===== src/rtl/countdown_sequencer.sv =====
// countdown_sequencer: drives load/enable/countdown strobes of an up/down counter from
// start/pause/abort requests and pulses expired when the fed-back count reaches zero.
module countdown_sequencer #(
    parameter int COUNT_WIDTH = 8,
    parameter int PRESCALE    = 65_000_000
) (
    input  logic                   clk,
    input  logic                   rst,
    input  logic                   start,
    input  logic                   pause,
    input  logic                   abort,
    input  logic [COUNT_WIDTH-1:0] init_value,
    input  logic [COUNT_WIDTH-1:0] count_in,
    output logic                   cnt_load,
    output logic [COUNT_WIDTH-1:0] cnt_load_number,
    output logic                   cnt_enable,
    output logic                   cnt_countdown,
    output logic                   running,
    output logic                   expired
);
    localparam int PW = $clog2(PRESCALE);
    localparam logic [PW-1:0] LAST = PW'(PRESCALE - 1);

    typedef enum logic [2:0] {IDLE, LOAD, RUN, PAUSED, DONE} state_t;

    state_t                 state_q, state_d;
    logic [PW-1:0]          presc_q, presc_d;
    logic [COUNT_WIDTH-1:0] value_q, value_d;
    logic                   nz_q;

    always_comb begin
        state_d = state_q;
        value_d = value_q;
        if (abort && state_q != IDLE)
            state_d = IDLE;
        else if (start && state_q != LOAD) begin
            state_d = LOAD;
            value_d = init_value;
        end else
            case (state_q)
                LOAD:    state_d = RUN;
                RUN:     state_d = count_in == '0 ? DONE : pause ? PAUSED : RUN;
                PAUSED:  state_d = pause ? RUN : PAUSED;
                default: state_d = IDLE;
            endcase
        // the prescaler only advances on edges that keep the FSM in RUN
        presc_d = state_q == LOAD ? '0 :
                  (state_q == RUN && state_d == RUN) ? (presc_q == LAST ? '0 : presc_q + 1'b1) :
                  presc_q;
    end

    // nz_q lags count_in by a cycle; the count cannot change in the cycle before a tick
    always_ff @(posedge clk or posedge rst) begin
        if (rst) begin
            state_q <= IDLE;
            presc_q <= '0;
            value_q <= '0;
            nz_q    <= 1'b0;
        end else begin
            state_q <= state_d;
            presc_q <= presc_d;
            value_q <= value_d;
            nz_q    <= count_in != '0;
        end
    end

    assign cnt_load        = state_q == LOAD;
    assign cnt_load_number = cnt_load ? value_q : '0;
    assign cnt_enable      = state_q == RUN && presc_q == LAST && nz_q;
    assign cnt_countdown   = state_q inside {LOAD, RUN, PAUSED};
    assign running         = state_q inside {RUN, PAUSED};
    assign expired         = state_q == DONE;
endmodule


===== config.mk =====
export PLATFORM = sky130hd
export DESIGN_NAME = countdown_sequencer
export DESIGN_NICKNAME = d
export VERILOG_FILES = /design/src/rtl/countdown_sequencer.sv
export SDC_FILE = /design/constraint.sdc
export NUM_CORES = 1
export LEC_CHECK = 0
export CORE_AREA = 10 10 75 77
export DETAILED_ROUTE_END_ITERATION = 7
export DIE_AREA = 0 0 85 87
export PLACE_DENSITY = 0.77
export SETUP_SLACK_MARGIN = 0.3
export SYNTH_ARGS = -nofsm -noshare
export SYNTH_HDL_FRONTEND = slang
export SYNTH_SLANG_ARGS = --single-unit

===== constraint.sdc =====
create_clock -name clk -period 4.4 [get_ports clk]
set_clock_uncertainty 0.1 [all_clocks]
set_input_delay 1.32 -clock clk [delete_from_list [all_inputs] [get_ports clk]]
set_output_delay 1.32 -clock clk [all_outputs]
set_load 0.1 [all_outputs]

==> impl_metrics.ini <==
[worst_setup_path]
cp_slowest_cell = or4_4
slowest_delay_ns = 0.59
critical_path.cell_chain = or4b_1, or4_4, nor4_4, and3_2, buf_12
crit_path_start_kind = flop
critPathArrivalTime_ns = 2.54
critPathCaptureType = primary output
cp_data_required_time_ns = 2.98
crit_type = reg -> out
crit_fanout = 5

[logic_synthesis]
synth_top_cell_by_area = dfrtp_1
syn_nets = 255
ys_top_cells_by_area = dfrtp_1 (44%), mux2_2 (4.2%), and3_1 (4.1%), nand4_1 (3.8%), or4_1 (3.2%)
netlist_instances = 233
synth_commonest_cells = dfrtp_1 (38), nand2_1 (17), nor2_1 (16)
synth_top_area_share = 0.4442
synth-seq-cells = 38
yosys.cell_types.count = 44
synth-async-reset-ratio = 1.000
ys.flop_type = dfrtp_1
yosysWarnings = 0
synth_edf_count = 0
avgSynthCellArea_um2 = 9.188
yosysMostFrequentCell = dfrtp_1
syn_area_mm2 = 0.002141
ys_seq_area_frac = 0.4442

[cts]
ctsHoldBuffers = 0
cts_max_path_buffers = 2
postCtsSetupRepairBufs = 0
cts_tree = built
cts_max_level = 2
cts_made_buffers = 5
insertion_delay_ns = 0.28
cts_root_buf = clkbuf_8
cts_resized = 0
cts.clk_slew.worst_paths_ns = 0.07
cts_sinks = 38

[drt]
drtIter0Drc = 199
avgRoutedWirePerCell_um = 17.36
wl_met1_mm = 2.590
drc_errors = 0
viasPerCell = 6.238
wirelength_mm = 5.556
met2WireLength_mm = 2.626
first_pass_iters = 4
wl_met3_um = 248
top_layer = met4
ant_nets = 0
vias = 1996

[pwr]
p_leak_uw = 0.001078
ir_drop_mv = 0.3248
p_per_area_mw_per_mm2 = 415.5

[die]
die_w_um = 85
initial_core_util = 0.5056
io_pins = 34
coreArea_mm2 = 0.004234
die_h_um = 87
die_area_mm2 = 0.007395
num_rows = 24

[sta]
hold-worst-slack_ns = 0.4039
slew_viol_final = 0
finalCritPeriodShare = 0.8998
grt_setup_unrepaired = false
setup_viol = 0
finalWorstSetupSlack_ns = 0.4408
worst_pin_slew_ns = 0.8278
setup_tns_ns = 0
period_minus_slack_ns = 3.959
max_freq_ghz = 0.2526
slew_headroom = 0.4461
hold_viol = 0

[global_routing]
grt_pass1_vias = 1860
grtUsageTotal = 0.1455
antenna_found_initial = 0
grt_overflow = 0
grt_max_degree = 39
grt_pass1_wl_mm = 9.066

[layout]
drive_gt1_frac = 0.1530
syn2layout_area_growth_pct = 22.15
diodes = 0
final_cells = 320
fillers = 354
fin_nets = 291

[hold_path]
holdCritPathClass = reg -> reg

[flow_run]
maxCapViolations = 0

[outcome]
status = complete, no violations

[placed_design]
pre_cts_ws_ns = 0.6306
dp.cells = 314
hpwl_mm = 3.985
io_buffers = 33
place.gp.congestion = 0.8063
cells in the final DEF (no fill, tap or decap), types with 6 or more instances in the layout:
cell type and count:
nor2_1 16, a31oi_1 7, nand4_1 13, a21oi_1 12, and3_1 13, or4_1 9
dfrtp_1 38, mux2_2 8, inv_1 9, clkbuf_8 6, nand3_1 13, nand2_1 17
clkdlybuf4s50_1 20, o21ai_0 12, buf_4 18
layer usage:
| metal | track usage | vias up |
|---|---|---|
| li1 | - | 954 |
| met4 | 0.05539 | 0 |
| met5 | 0 | - |
| met2 | 0.2221 | 61 |
| met1 | 0.1980 | 972 |
| met3 | 0.02715 | 9 |
report_power, final:
part	leakage [uW]	switching (uW)	internal, uW	total, uW
logic	0.000530	317	118	435
clock network	0.0000431	117	121	238
registers	0.000505	29.6	384	414
critical path: cells and delay by family (launching register included):
kind / cells / cell delay, ns
buffers and inverters: 1 / 0.17
DFF: 1 / 0.41
and+or+nand+nor: 4 / 1.67
registers in the layout, summed over array words and instances, names as in the netlist:
register and flops:
presc_q 26, value_q 8, state_q 3, nz_q 1
through the flow:
stage | instance area (um2) | total power [uW] | utilization
floorplan | 2142 | 745.3 | -
global placement | 2524 | 852.7 | 0.5960
CTS | 2606 | 1092 | 0.6155
finish | 2615 | 1087 | 0.6176
detailed placement | 2524 | 857.5 | 0.5960
global route | 2615 | 1130 | 0.6176
cell type report:
class	instances	area, um2	area share
Inverter	9	33.78	0.01292
Tap cell	52	65.06	0.02488
Clock buffer	6	82.58	0.03158
Multi-Input combinational cell	176	1127	0.4311
Sequential cell	38	950.9	0.3636
Timing Repair Buffer	39	355.3	0.1359
worst paths after layout:
| kind | from | to | slack (ns) | cells past startpoint |
|---|---|---|---|---|
| worst max-delay path | presc_q[11] | cnt_enable | 0.44 | 5 |
| worst max register to register | presc_q[11] | presc_q[18] | 1.49 | 5 |
| worst min-delay path | value_q[5] | value_q[5] | 0.40 | 1 |
| min in group asynchronous | rst | presc_q[18] | 1.35 | 3 |
| worst min register to register | value_q[5] | value_q[5] | 0.40 | 1 |
| max in group asynchronous | rst | presc_q[13] | 2.50 | 3 |
logic make-up (layout without fill, tap and decap cells):
| family | count (synthesis) | after routing | share of synthesized area |
|---|---|---|---|
| flip-flops | 38 | 38 | 0.4442 |
| multiplexers | 8 | 8 | 0.04208 |
| buffers and inverters | 19 | 54 | 0.03389 |
| adder cells (fa/ha/maj) | 1 | 1 | 0.005844 |
| XOR/XNOR | 4 | 4 | 0.01637 |
| AO/OA/AOI/OAI | 47 | 47 | 0.1391 |
| AND/OR/NAND/NOR | 116 | 116 | 0.3185 |
Power figures use the tool's default switching activity.
